### src/rtl/ras_ctrl.sv
// ras_ctrl: control stage in front of the return address stack.
//
// Each accepted fetch instruction is pre-decoded for RISC-V call/return hints,
// and the decode drives the RAS push/pop/din controls. Branch resolutions become
// the RAS speculation controls. The block counts outstanding branches so that the
// RAS branch FIFO cannot overflow, and it returns the RAS top-of-stack as a
// registered return prediction.
//
// Ports:
//   clk, reset_n           clock, asynchronous active-low reset
//   in_valid/in_ready      fetch handshake; in_pc / in_instr are the instruction
//   res_valid/mispredict   one resolved conditional branch, oldest first
//   ras_push/pop/din       RAS stack controls
//   ras_branch             new speculative branch opened in the RAS
//   ras_close_valid/inv    oldest speculative branch closed: correct / squashed
//   ras_dout, ras_empty    RAS top-of-stack data (valid the cycle after pop), empty
//   pred_valid/pc/target   return prediction, one cycle after a pop
//   err                    sticky: a resolution arrived with no branch outstanding
module ras_ctrl #(
   parameter int unsigned WIDTH        = 32,
   parameter int unsigned MAX_BRANCHES = 16,
   parameter int unsigned CNT_W        = 5
) (
   input  logic             clk,
   input  logic             reset_n,
   input  logic             in_valid,
   output logic             in_ready,
   input  logic [WIDTH-1:0] in_pc,
   input  logic [31:0]      in_instr,
   input  logic             res_valid,
   input  logic             res_mispredict,
   output logic             ras_push,
   output logic             ras_pop,
   output logic             ras_branch,
   output logic             ras_close_valid,
   output logic             ras_close_invalid,
   output logic [WIDTH-1:0] ras_din,
   input  logic [WIDTH-1:0] ras_dout,
   input  logic             ras_empty,
   output logic             pred_valid,
   output logic [WIDTH-1:0] pred_pc,
   output logic [WIDTH-1:0] pred_target,
   output logic             err
);

   localparam logic [6:0]       OpJal    = 7'b1101111;
   localparam logic [6:0]       OpJalr   = 7'b1100111;
   localparam logic [6:0]       OpBranch = 7'b1100011;
   localparam logic [CNT_W-1:0] CntMax   = CNT_W'(MAX_BRANCHES);

   typedef enum logic [0:0] {StRun, StFlush} state_e;

   state_e           state_q, state_d;
   logic [CNT_W-1:0] cnt_q, cnt_d;
   logic             err_q, err_d;
   logic             pred_valid_q;
   logic [WIDTH-1:0] pred_pc_q;

   logic [6:0] opcode;
   logic [4:0] rd, rs1;
   logic       is_jal, is_jalr, is_br;
   logic       link_rd, link_rs1;
   logic       want_push, want_pop;
   logic       res_live, cnt_nz, accept;
   logic       unused_instr;

   // ---------------- decode ----------------
   assign opcode   = in_instr[6:0];
   assign rd       = in_instr[11:7];
   assign rs1      = in_instr[19:15];
   assign is_jal   = (opcode == OpJal);
   assign is_jalr  = (opcode == OpJalr);
   assign is_br    = (opcode == OpBranch);
   assign link_rd  = (rd == 5'd1) || (rd == 5'd5);
   assign link_rs1 = (rs1 == 5'd1) || (rs1 == 5'd5);

   // A linking JALR whose rs1 equals rd is a plain call, not a coroutine swap.
   assign want_push = (is_jal || is_jalr) && link_rd;
   assign want_pop  = is_jalr && link_rs1 && (!link_rd || (rd != rs1));

   // Immediates and funct3 play no part in the hint decode.
   assign unused_instr = ^{in_instr[31:20], in_instr[14:12]};

   // Resolutions are dropped during the flush cycle.
   assign res_live = res_valid && (state_q == StRun);
   assign cnt_nz   = (cnt_q != '0);

   // ---------------- FSM: state register ----------------
   always_ff @(posedge clk or negedge reset_n) begin
      if (!reset_n) begin
         state_q <= StRun;
      end else begin
         state_q <= state_d;
      end
   end

   // ---------------- FSM: next state ----------------
   always_comb begin
      state_d = state_q;
      unique case (state_q)
         StRun:   if (ras_close_invalid) state_d = StFlush;
         StFlush: state_d = StRun;
         default: state_d = StRun;
      endcase
   end

   // ---------------- FSM: outputs ----------------
   always_comb begin
      ras_close_valid   = res_live && !res_mispredict && cnt_nz;
      ras_close_invalid = res_live && res_mispredict && cnt_nz;

      // A branch at the limit is still taken when a close frees a slot this cycle.
      in_ready = (state_q == StRun) && !(res_valid && res_mispredict) &&
                 !(in_valid && is_br && (cnt_q == CntMax) && !ras_close_valid);
      accept   = in_valid && in_ready;

      ras_push   = accept && want_push;
      // An empty stack gives no return target, unless the same cycle pushes one.
      ras_pop    = accept && want_pop && (!ras_empty || ras_push);
      ras_branch = accept && is_br;
      ras_din    = ras_push ? (in_pc + WIDTH'(4)) : '0;
   end

   // ---------------- branch counter and error flag ----------------
   always_comb begin
      cnt_d = cnt_q;
      if (ras_close_invalid) begin
         cnt_d = '0;
      end else if (ras_branch && !ras_close_valid) begin
         cnt_d = cnt_q + CNT_W'(1);
      end else if (!ras_branch && ras_close_valid) begin
         cnt_d = cnt_q - CNT_W'(1);
      end
      err_d = err_q || (res_live && !cnt_nz);
   end

   always_ff @(posedge clk or negedge reset_n) begin
      if (!reset_n) begin
         cnt_q        <= '0;
         err_q        <= 1'b0;
         pred_valid_q <= 1'b0;
         pred_pc_q    <= '0;
      end else begin
         cnt_q        <= cnt_d;
         err_q        <= err_d;
         pred_valid_q <= ras_pop;
         if (ras_pop) pred_pc_q <= in_pc;
      end
   end

   // RAS read data arrives the cycle after the pop, so the target passes straight through.
   assign pred_valid  = pred_valid_q;
   assign pred_pc     = pred_pc_q;
   assign pred_target = pred_valid_q ? ras_dout : '0;
   assign err         = err_q;

endmodule

### config.mk
export PLATFORM = sky130hd
export DESIGN_NAME = ras_ctrl
export DESIGN_NICKNAME = d
export VERILOG_FILES = /design/src/rtl/ras_ctrl.sv
export SDC_FILE = /design/constraint.sdc
export NUM_CORES = 1
export LEC_CHECK = 0
export CAP_MARGIN = 40
export CORE_MARGIN = 4
export CORE_UTILIZATION = 31
export CTS_BUF_LIST = sky130_fd_sc_hd__clkbuf_16
export CTS_CLUSTER_DIAMETER = 30
export DETAILED_ROUTE_END_ITERATION = 7
export GPL_ROUTABILITY_DRIVEN = 0
export MAX_ROUTING_LAYER = met4
export PLACE_DENSITY_LB_ADDON = 0.3
export RECOVER_POWER = 25
export SLEW_MARGIN = 5
export SYNTH_ARGS = -nofsm -noshare
export SYNTH_HDL_FRONTEND = slang
export SYNTH_SLANG_ARGS = --single-unit
### constraint.sdc
create_clock -name clk -period 2.7 [get_ports clk]
set_input_delay 0.54 -clock clk [delete_from_list [all_inputs] [get_ports clk]]
set_output_delay 0.54 -clock clk [all_outputs]
set_load 0.02 [all_outputs]
# After elaboration in Yosys (flattened, before gate mapping)
# Index checks and enable logic that the tools add are counted.
[word_totals] regBits=40 word_cells=63
[classes] eq_ne=9 bitwise_logic=1 n_mux=7 add_sub_neg=3 reduce_logical=38
[ops] operator="32-bit 2-to-1 mux" n=2
[ops] operator="32-bit by 3-bit adder with 32-bit output (second input constant)" n=1
[ops] operator="1-bit logical AND" n=22
[ops] operator="7-bit equality test (second input constant)" n=3
[ops] operator="5-bit 2-to-1 mux" n=3
[ops] operator="5-bit by 1-bit equality test with 1-bit output (second input constant)" n=2
[ops] operator="5-bit by 3-bit equality test with 1-bit output (second input constant)" n=2
[ops] operator="1-bit zero test" n=8
[ops] operator="1-bit logical OR" n=6
[ops] operator="5-bit by 1-bit adder with 5-bit output (second input constant)" n=1
[ops] operator="5-bit equality test (second input constant)" n=1
[ops] operator="5-bit != test" n=1
[ops] operator="5-bit nonzero test" n=1
[ops] operator="5-bit by 1-bit subtractor with 5-bit output (second input constant)" n=1
[ops] operator="3-bit nonzero test" n=1
[ops] operator="1-bit one-hot mux with 2 select lines" n=1
[ops] operator="1-bit 2-to-1 mux" n=1
[ops] operator="1-bit inverter" n=1

# Longest topological paths before layout
[depth] depth_word=15 depth_mapped=10 ltp_nobuf=10

# Worst setup path before layout
# Ideal clock, no wire load.
[synth_path] path_type="flip-flop to flip-flop" from="reg cnt_q[1]" to="reg cnt_q[4]" synth_period_minus_slack_ps=2643 setup_ps=79 arrival_ps=2563 path_slack_ps=57 path_stages_with_launch=10 path_cell_list="dfrtp_1 -> or4_4 -> o21ai_4 -> nand2_1 -> fa_1 -> a21o_1 -> a21oi_1 -> nor4_1 -> a31oi_1 -> mux2i_1"
[synth_via] elab_chain_len=11
[synth_lines] item="start: declaration" line_no="54" rtl="logic [CNT_W-1:0] cnt_q, cnt_d;"
[synth_lines] item="start signal: assignment" line_no="144" rtl="cnt_q <= cnt_d;"
[synth_lines] item="5-bit nonzero test" line_no="86" rtl="assign cnt_nz = (cnt_q != '0);"
[synth_lines] item="1-bit logical AND" line_no="109" rtl="ras_close_valid = res_live && !res_mispredict && cnt_nz;"
[synth_lines] item="1-bit zero test" line_no="114, 129"
[synth_lines] item="1-bit logical AND" line_no="114" rtl="!(in_valid && is_br && (cnt_q == CntMax) && !ras_close_valid);"
[synth_lines] item="1-bit zero test" line_no="114"
[synth_lines] item="1-bit logical AND" line_no="113" rtl="in_ready = (state_q == StRun) && !(res_valid && res_mispredict) &&"
[synth_lines] item="1-bit logical AND" line_no="115" rtl="accept = in_valid && in_ready;"
[synth_lines] item="1-bit logical AND" line_no="120" rtl="ras_branch = accept && is_br;"
[synth_lines] item="1-bit logical AND or 1-bit zero test (tied branches)" line_no="129, 131"
[synth_lines] item="5-bit 2-to-1 mux or 1-bit logical AND (tied branches)" line_no="129, 131"
[synth_lines] item="5-bit 2-to-1 mux or 3-bit nonzero test (tied branches)"
# Several ways; a longest one is shown, not always the timed one. The select of a mux whose other input is x is not followed.
# A chain may end at the register's enable or synchronous reset.

# Worst setup path in the final report
[layout_path] from="in in_pc[16]" to="out ras_din[25]"
[layout_via] elab_chain_len=2
[layout_lines] item="start: declaration" line_no="28" rtl="input logic [WIDTH-1:0] in_pc,"
[layout_lines] item="32-bit by 3-bit adder with 32-bit output" line_no="121" rtl="ras_din = ras_push ? (in_pc + WIDTH'(4)) : '0;"
[layout_lines] item="32-bit 2-to-1 mux" line_no="121"
[layout_lines] item="end: declaration" line_no="37" rtl="output logic [WIDTH-1:0] ras_din,"
# Every way passes these cells.

==> results.md <==
* Outcome: finished with violations
* Failing checks: capacitance limit, slew limit
* Endpoints failing setup at 0
* Data required time of the worst path at 2.16 ns
* Core area at 8721 sq um
* Max_slew headroom at -31.09%
* Switching power at 565.2 uW
* First-pass GRT wire length at 17,280 microns
* Sw Share at 28.20%
* Layout cell share with drive strength beyond 1 at 36.54%
* Area of the multi-input gates at 1919 sq um
* Storage cell area at 1001 sq um
* Post-synth EDFFs at 0
* Leakage at 2.757 nW
* Initial core utilization at 31.72%
* Post-synthesis sequential area ratio at 36.18%
* Initial DRT Pass Iterations at 4
* Ports at 206
* DRC Markers at 0
* Mapped Avg Cell Area at 9.314 sq um
* Synth top area share at 36.18%
* Post-Synthesis Cells at 297
* Antenna violations before repair at 3
* Die H at 102.5 microns
* Skew-Pair Late Insertion Delay at 0.28 ns
* Max-slew violation count at 37
* CP Capture Point: ras_din[25]
* Synth Area in Compound Gates at 4.161%
* Die Area at 10,500 sq um
* Crit. End Element: primary output
* Post-DR wirelength/cell at 16.98 microns
* R2R Path Start: cnt_q[1]$_DFFE_PN0P_
* Global Route Usage Sum at 22.07%
* Via Count at 3,248
* CTS Buffer Depth at 2
* Reg-to-reg endpoint: cnt_q[4]$_DFFE_PN0P_
* Hold crit path type: in2async
* Vias in the first global route at 3,339
* Cell Pwr Density at 346.1 nW/um^2
* CTS Hold Bufs at 0
* Post-Syn Nets at 405
* Count of cell types in the netlist at 41
* Clk network pwr share at 32.7%
* Comb power frac at 33.9%
* Maximum level of the CTS H-tree at 2
* Placed cell area at 5314 sq um
* Total wire length at 11,600 microns
* Top Metal Used: met4
* R2R Setup Slk at 0.19 ns
* Synthesized flop and latch total at 40
* Pint at 1.439 mW
* Grt total ovfl at 0
* Hold Vio Cnt, Final at 0
* Total power at 2.005 mW
* TritonCTS Buffers at 5
* Place WS at -0.8518 ns
* Fin crit share at 98.36%
* Site Rows at 34
* Die Width at 102.5 microns
* Antenna-violating nets left at 0
* Filler instances at 716
* Worst slew pin tran at 1.966 ns
* Largest net degree at the start of global routing at 37
* NumNets Final at 679
* Synth async-reset ratio at 100.0%
* Largest area contributor in the netlist: dfrtp_1
* Via density at 4.755
* Synth Area in XOR/XNOR at 10.13%
* Register clock-pin slew on the reported worst setup and hold paths at 0.06 ns
* DRT iter0 DRCs at 79
* Critical path origin: in_pc[16]
* Port Buffers at 190
* DR WL met2 at 6294 microns
* Synth Area in Simple Gates at 29.22%
* Met1 wire length at 4135 microns
* Routed wl met3 at 863 microns
* PnR worst setup slack at 0.04424 ns
* Max Clock Skew at 0.002318 ns
* Min Tclk post-route at 2.656 ns
* CTS tree: built
* HPWL Detailed at 9135 microns
* Largest family of logic cells by synthesized area: simple AND/OR/NAND/NOR gates
* Area delta synth->final at 109.4%
* FF-to-FF path depth at 9
* Arr. time, crit path at 2.12 ns
* Mux cell area share after synthesis at 14.16%
* Max Cap Viol at 1
* Synthesis warning total at 0
* CP startpoint kind: input port
* Synth top area cells: dfrtp_1 (36%), mux2_2 (13%), and2_1 (7.7%), xnor2_1 (5.7%), nor2_1 (4.9%)
* Flop pwr share at 33.4%
* Post-synth top flop: dfrtp_1
* Peak VDD IR at 0.2421 mV
* Adder-cell area share of the yosys netlist at 2.985%
* # clock sinks at 40
* FMAX at 376.5 MHz
* Worst setup path category: in2out
* Post-Syn Area at 2766 sq um
* Cell area after layout at 5792 sq um
* Clk root buf: clkbuf_16
* CP max FO at 6
-- critical path, stage by stage --
cell and delay (ns):
dlygate4sd2_1 0.23, nand4_1 0.14, or3_4 0.47, buf_6 0.17, nor3_4 0.21, xnor2_2 0.15
nor2_2 0.05, buf_4 0.15
-- Yosys cell counts, types with 2 or more instances --
| cell type | number |
|---|---|
| a21oi_1 | 5 |
| a31oi_1 | 3 |
| and2_1 | 34 |
| and3_1 | 7 |
| and4_1 | 4 |
| buf_2 | 4 |
| clkbuf_1 | 7 |
| dfrtp_1 | 40 |
| ha_1 | 5 |
| inv_1 | 7 |
| mux2_1 | 2 |
| mux2_2 | 31 |
| mux2i_1 | 2 |
| nand2_1 | 21 |
| nand3_1 | 12 |
| nand4_1 | 8 |
| nor2_1 | 36 |
| nor2_2 | 2 |
| nor3_1 | 10 |
| nor3b_1 | 2 |
| nor4_1 | 4 |
| or3_1 | 2 |
| xnor2_1 | 18 |
| xor2_1 | 14 |
-- cells in the final DEF, fill, tap and decap left out, types with 3 or more instances in the layout --
master             n
nand2_1           19
clkbuf_16          6
buf_4             85
dlymetal6s2s_1     9
nor3_2             5
nand3_1           10
dfrtp_1           40
a31oi_1            3
dlygate4sd2_1     20
nand4_1            8
nor2_1            25
diode_2            3
xor2_1            14
nor3_1             3
buf_2             17
a21oi_1            3
clkbuf_1           4
and3_1             6
inv_1              7
and2_1            33
mux2_2            31
ha_1               4
nor2_2             4
xnor2_1           17
nor2_4             9
clkbuf_2           3
clkdlybuf4s50_1  118
buf_12             3
buf_6             12
-- stage by stage --
stage               util [%]   TNS, ns  hold WS, ns  cells
finish                 66.41         0      0.08912    683
CTS                    64.13   -0.7688      0.06894    674
global route           66.41  -0.03441      0.09462    683
global placement       60.70    -19.73       0.4540    653
detailed placement     60.93    -20.44       0.3667    654
floorplan                  -         0       0.2444    297
-- area by class of cell --
type / count / area share, %
inverter: 8 / 0.5185
antenna: 3 / 0.1296
sequential: 40 / 17.28
multi-input combinational: 237 / 33.14
clock inverter: 3 / 0.6481
tap: 108 / 2.333
timing repair buffer: 279 / 43.79
clock buffer: 5 / 2.160
-- registers in the layout, summed over array words and instances (netlist names) --
| signal | count |
|---|---|
| state_q | 1 |
| err | 1 |
| pred_pc | 32 |
| pred_valid | 1 |
| cnt_q | 5 |
-- power by group through the flow --
stage	clock network [mW]	registers (mW)	logic, mW
3_5_place_dp	0	0.679	0.672
6_report	0.656	0.669	0.680
3_3_place_gp	0	0.677	0.646
4_1_cts	0.669	0.670	0.674
5_1_grt	0.697	0.675	0.754
2_1_floorplan	0	0.692	0.281
-- cells by family after synthesis --
family / count (synthesis)
flops: 40
xor+xnor: 32
buf+inv: 20
fa+ha+maj: 6
simple gates: 148
compound gates: 16
mux: 35
-- how the worst min path moves through the flow --
stage	to	slack, ns
2_1_floorplan	cnt_q[0]$_DFFE_PN0P_	0.24
3_3_place_gp	err$_DFF_PN0_	0.45
3_5_place_dp	pred_pc[12]$_DFFE_PN0P_	0.37
4_1_cts	pred_pc[12]$_DFFE_PN0P_	0.07
5_1_grt	pred_pc[12]$_DFFE_PN0P_	0.09
6_report	pred_pc[12]$_DFFE_PN0P_	0.09
-- what timing repair did --
action	CTS	global route
pin swaps	14	22
resized for setup	211	53
buffers inserted	11	5
gates cloned	1	1
endpoints found under the setup margin	38	35
-- metal layers --
metal  vias up  track usage [%]
met2       125            40.27
met4         0            7.669
li1       1582                -
met5         -                -
met1      1525            23.86
met3        16            3.891
Power figures use the tool's default switching activity.
==> variant 1 (config.mk and constraints unchanged) <==
Reset style: synchronous (`reset_n`), changed in 2 clocked blocks. Comments in the files are not updated.
--- a/src/rtl/ras_ctrl.sv
+++ b/src/rtl/ras_ctrl.sv
@@ -86,7 +86,7 @@
    assign cnt_nz   = (cnt_q != '0);
 
    // ---------------- FSM: state register ----------------
-   always_ff @(posedge clk or negedge reset_n) begin
+   always_ff @(posedge clk) begin
       if (!reset_n) begin
          state_q <= StRun;
       end else begin
@@ -134,7 +134,7 @@
       err_d = err_q || (res_live && !cnt_nz);
    end
 
-   always_ff @(posedge clk or negedge reset_n) begin
+   always_ff @(posedge clk) begin
       if (!reset_n) begin
          cnt_q        <= '0;
          err_q        <= 1'b0;
Formal check against the unedited RTL: differs if reset_n is asserted again (counterexample within 4 cycles, from zero or initial values and one cycle with reset_n low); with reset_n held inactive, the same outputs for 10 cycles.
==> variant 1 against the unedited design <==
- the flow finishes with violations (negative setup slack)
- routed wire length down 4.9%
- sequential share of layout area down 3.2 points
- setup slack worse by 0.24 ns
- count of clock-buffer cells in the layout unchanged
- final area down 1.7%
- sequential cell count unchanged
- critical path depth up 4
- global-route usage down 0.47 points
- highest routed layer unchanged
- power up 11%
- synthesized area down 4.3%
- die area down 4.0%
==> variant 1: results (changes against the unedited design) <==
- Result of the run: complete, but fails checks (unchanged)
- Failing checks: negative setup slack (was max-capacitance violations, max-slew violations)
- Number of post-CTS setup repair buffers: 6 (was 11)
- Post-CTS Resized: 318 (was 211)
- The final setup slack of the worst path was -0.199 ns (was 0.0442 ns).
- Worst-path maximum fanout: 4 (was 6)
* Final number of setup-violating endpoints: 34 (was 0)
* CP Launch Point: res_valid (was in_pc[16])
- The half-perimeter wire length after placement is 8260 µm (was 9140 µm).
- Largest incremental delay on the critical path: 0.32 ns (was 0.47 ns)
- The cell family with the largest share of critical-path delay is compound AO/OA/AOI/OAI gates (was simple AND/OR/NAND/NOR gates).
- Capture point of the critical path: cnt_q[4]$_SDFFE_PP0P_ (was ras_din[25])
- Number of DRC markers in iteration 0: 67 (was 79)
- Global-route usage over all layers: 0.216 (was 0.221)
- The fraction of layout instances using a drive strength above 1 came to 0.288 (was 0.365).
- The total placed instance area came to 5110 µm² (was 5310 µm²).
- Static power due to leakage: 2.42 nW (was 2.76 nW)
- Number of nets in the final layout: 732 (was 679)
- Portion of the post-synthesis area used by sequential elements: 0.303 (was 0.362)
- The share of synthesized registers carrying an async set or reset came to 0 (was 1.00).
* Highest ir drop seen on vdd: 0.000379 V (was 0.000242 V)
- The final hold slack was 0.457 ns (was 0.0891 ns).
* Worst Reg-to-Reg Cells: 10 (was 9)
* Metal-1 WL: 4170 µm (was 4140 µm)
- The net switching power figure came to 0.000699 W (was 0.000565 W).
- The synthesized area per cell came to 7.17 µm² (was 9.31 µm²).
- The transition time at the pin with the least slew margin was 0.568 ns (was 1.97 ns).
- Global routing usage on met1: 0.227 (was 0.239)
* Met3 wirelength from detailed routing: 755 µm (was 863 µm)
- The total via count in the routed design is 3,503 (was 3,248).
- Maximum number of pins on one net before global-route repair: 65 (was 37)
- WL per Instance: 15.1 µm (was 17.0 µm)
- The unique cell type count in the Yosys netlist came to 38 (was 41).
- The met2 layer usage reported by global route is 0.407 (was 0.403).
- Sum of negative setup slack: -3.28 ns (was 0 ns)
* Slowest CP cell: sky130_fd_sc_hd__nor4_4 (was sky130_fd_sc_hd__or3_4)
* Worst-case register-to-register setup slack: -0.17 ns (was 0.19 ns)
* Initial antenna violation count: 0 (was 3)
- Nets in the synthesized netlist: 478 (was 405)
* Type of the worst min-delay path: register to register (was primary input to async pin)
- Post-placement cell count: 709 (was 654)
* First-pass GRT wire length: 17,100 µm (was 17,300 µm)
- The met3 routing resource usage after global routing is 0.0466 (was 0.0389).
- The worst-case clock skew came to 0.00689 ns (was 0.00232 ns).
==> variant 1: cell count changes after synthesis, moves of 9 or more <==
cell,unedited run,this run
sky130_fd_sc_hd__dfrtp_1,40,0
sky130_fd_sc_hd__dfxtp_1,0,40
sky130_fd_sc_hd__o21ai_0,1,34
sky130_fd_sc_hd__mux2_2,31,1
sky130_fd_sc_hd__nand3_1,12,40
sky130_fd_sc_hd__nand2_1,21,47
sky130_fd_sc_hd__xnor2_1,18,7
sky130_fd_sc_hd__xor2_1,14,25
sky130_fd_sc_hd__nand4_1,8,17
==> variant 1: through the flow <==
stage          setup WS (ns)  power (W)
2_1_floorplan         -0.329    0.00115
3_5_place_dp          -0.836    0.00163
3_3_place_gp          -0.783    0.00160
6_report              -0.199    0.00223
5_1_grt               -0.257    0.00238
4_1_cts               -0.169    0.00223
==> variant 1: power by group through the flow <==
stage,logic [W],registers (W),clock network (W)
after floorplan,0.000452,0.000695,0
after global placement,0.000922,0.000675,0
after detailed placement,0.000947,0.000679,0
after CTS,0.000979,0.000669,0.000586
after global routing,0.00109,0.000674,0.000614
final,0.000992,0.000669,0.000568
==> variant 1: layout make-up <==
class	count	area [µm²]	share of cell area
Inverter	12	47.5	0.00836
Timing Repair Buffer	270	2560	0.450
Antenna cell	1	2.50	0.000440
Sequential cell	40	801	0.141
Multi-Input combinational cell	294	2010	0.353
Clock inverter	3	15.0	0.00264
Clock buffer	5	125	0.0220
Tap cell	105	131	0.0231
==> variant 1: cell families (layout without fill, tap and decap cells) <==
family,after synthesis,after routing,share of synthesized area
adder cells (fa/ha/maj),7,7,0.0359
buffers and inverters,35,290,0.0577
AO/OA/AOI/OAI,44,44,0.0912
flip-flops,40,40,0.303
XOR/XNOR,32,32,0.106
other,0,1,0
AND/OR/NAND/NOR,209,209,0.399
multiplexers,2,2,0.00804
==> variant 2 (same flow settings) <==
Without the edit above. Change the parameter `CNT_W` from 5 to 10.
--- a/src/rtl/ras_ctrl.sv
+++ b/src/rtl/ras_ctrl.sv
@@ -19,7 +19,7 @@
 module ras_ctrl #(
    parameter int unsigned WIDTH        = 32,
    parameter int unsigned MAX_BRANCHES = 16,
-   parameter int unsigned CNT_W        = 5
+   parameter int unsigned CNT_W        = 10
 ) (
    input  logic             clk,
    input  logic             reset_n,
Check against the original RTL: no difference found for any inputs over 10 cycles, from zero or initial values and one cycle with reset_n low; that may be too few to reach the edited logic, so the function may still have changed.
==> variant 2 against the unedited design <==
- critical path type is now register to register
- sequential cell count is 5 higher
- highest routed layer unchanged
- final area is 13% higher
- critical path depth is 3 higher
- routed wire length rose by 7.4%
- synthesized area is 19% higher
- sequential share of layout area decreased by 0.15 points
- setup slack worse by 0.0084 ns
Power is not compared: it rests on default switching activity, and its combinational part moved more than twofold at a synthesized area within 25%.
==> variant 2: results (changes against the unedited design) <==
- Ratio of cells with drive above 1 in the final layout: 0.389 (was 0.365)
- The number of cells after detailed placement is 724 (was 654).
- Synth-to-Final Area Change: 99.3% (was 109%)
* Seq_cells: 45 (was 40)
- The critical register-to-register path startpoint is cnt_q[2]$_DFFE_PN0P_ (was cnt_q[1]$_DFFE_PN0P_).
- Capture point of the critical path: cnt_q[8]$_DFFE_PN0P_ (was ras_din[25])
- The synthesized-area fraction occupied by ao, oa, aoi and oai cells came to 0.0732 (was 0.0416).
- The count of plain and timing-repair buffers in the layout is 297 (was 279).
* Vias in the first global route: 3,673 (was 3,339)
- The number of inverters outside the clock class in the layout came to 6 (was 8).
- Cell area after synthesis: 3300 µm² (was 2770 µm²)
- Gate Count Post-Synth: 325 (was 297)
- Initial antenna violation count: 0 (was 3)
* Global-route usage over all layers: 0.197 (was 0.221)
- The number of design-rule violations left by the first detailed-router iteration is 132 (was 79).
- The total placed instance area was 6080 µm² (was 5310 µm²).
- Result of the run: complete, no violations (was complete, but fails checks).
- Arrival time at the worst endpoint: 2.85 ns (was 2.12 ns)
- Portion of the post-synthesis area used by sequential elements: 0.342 (was 0.362)
* Number of nets in the final layout: 730 (was 679)
* Type of the worst min-delay path: register to register (was primary input to async pin)
* Clock distribution area overhead in the final layout: 0.0228 (was 0.0281)
* Final antenna diode count: 0 (was 3)
- Vias: 3,597 (was 3,248)
* CP Launch Point: cnt_q[2]$_DFFE_PN0P_ (was in_pc[16])
- The buffers inserted during post-CTS setup optimization was 15 (was 11).
- Most numerous cell types in the synthesized netlist: sky130_fd_sc_hd__dfrtp_1 (45), sky130_fd_sc_hd__and2_1 (40), sky130_fd_sc_hd__nor2_1 (35) (was sky130_fd_sc_hd__dfrtp_1 (40), sky130_fd_sc_hd__nor2_1 (36), sky130_fd_sc_hd__and2_1 (34))
- First-pass GRT wire length: 19,500 µm (was 17,300 µm)
- Clock Skews: 0.00743 ns (was 0.00232 ns)
- Share of synthesized area spent on multiplexers: 0.153 (was 0.142)
-- variant 2: metal layers --
metal	up-vias	routed length, µm	track usage
met5	-	0	-
li1	1748	-	-
met1	1726	5250	0.239
met2	106	6390	0.338
met4	0	199	0.0430
met3	17	628	0.0426
-- variant 2: worst max-delay path: stages, from the launching register on --
cell and delay, ns:
sky130_fd_sc_hd__dfrtp_1 0.40, sky130_fd_sc_hd__nor4_2 0.27, sky130_fd_sc_hd__buf_4 0.17, sky130_fd_sc_hd__a31o_2 0.23, sky130_fd_sc_hd__nand2_8 0.11, sky130_fd_sc_hd__buf_4 0.15, sky130_fd_sc_hd__fa_2 0.35, sky130_fd_sc_hd__a21oi_2 0.16
sky130_fd_sc_hd__o211ai_1 0.14, sky130_fd_sc_hd__o41ai_2 0.27, sky130_fd_sc_hd__xnor2_1 0.10, sky130_fd_sc_hd__a22o_1 0.20
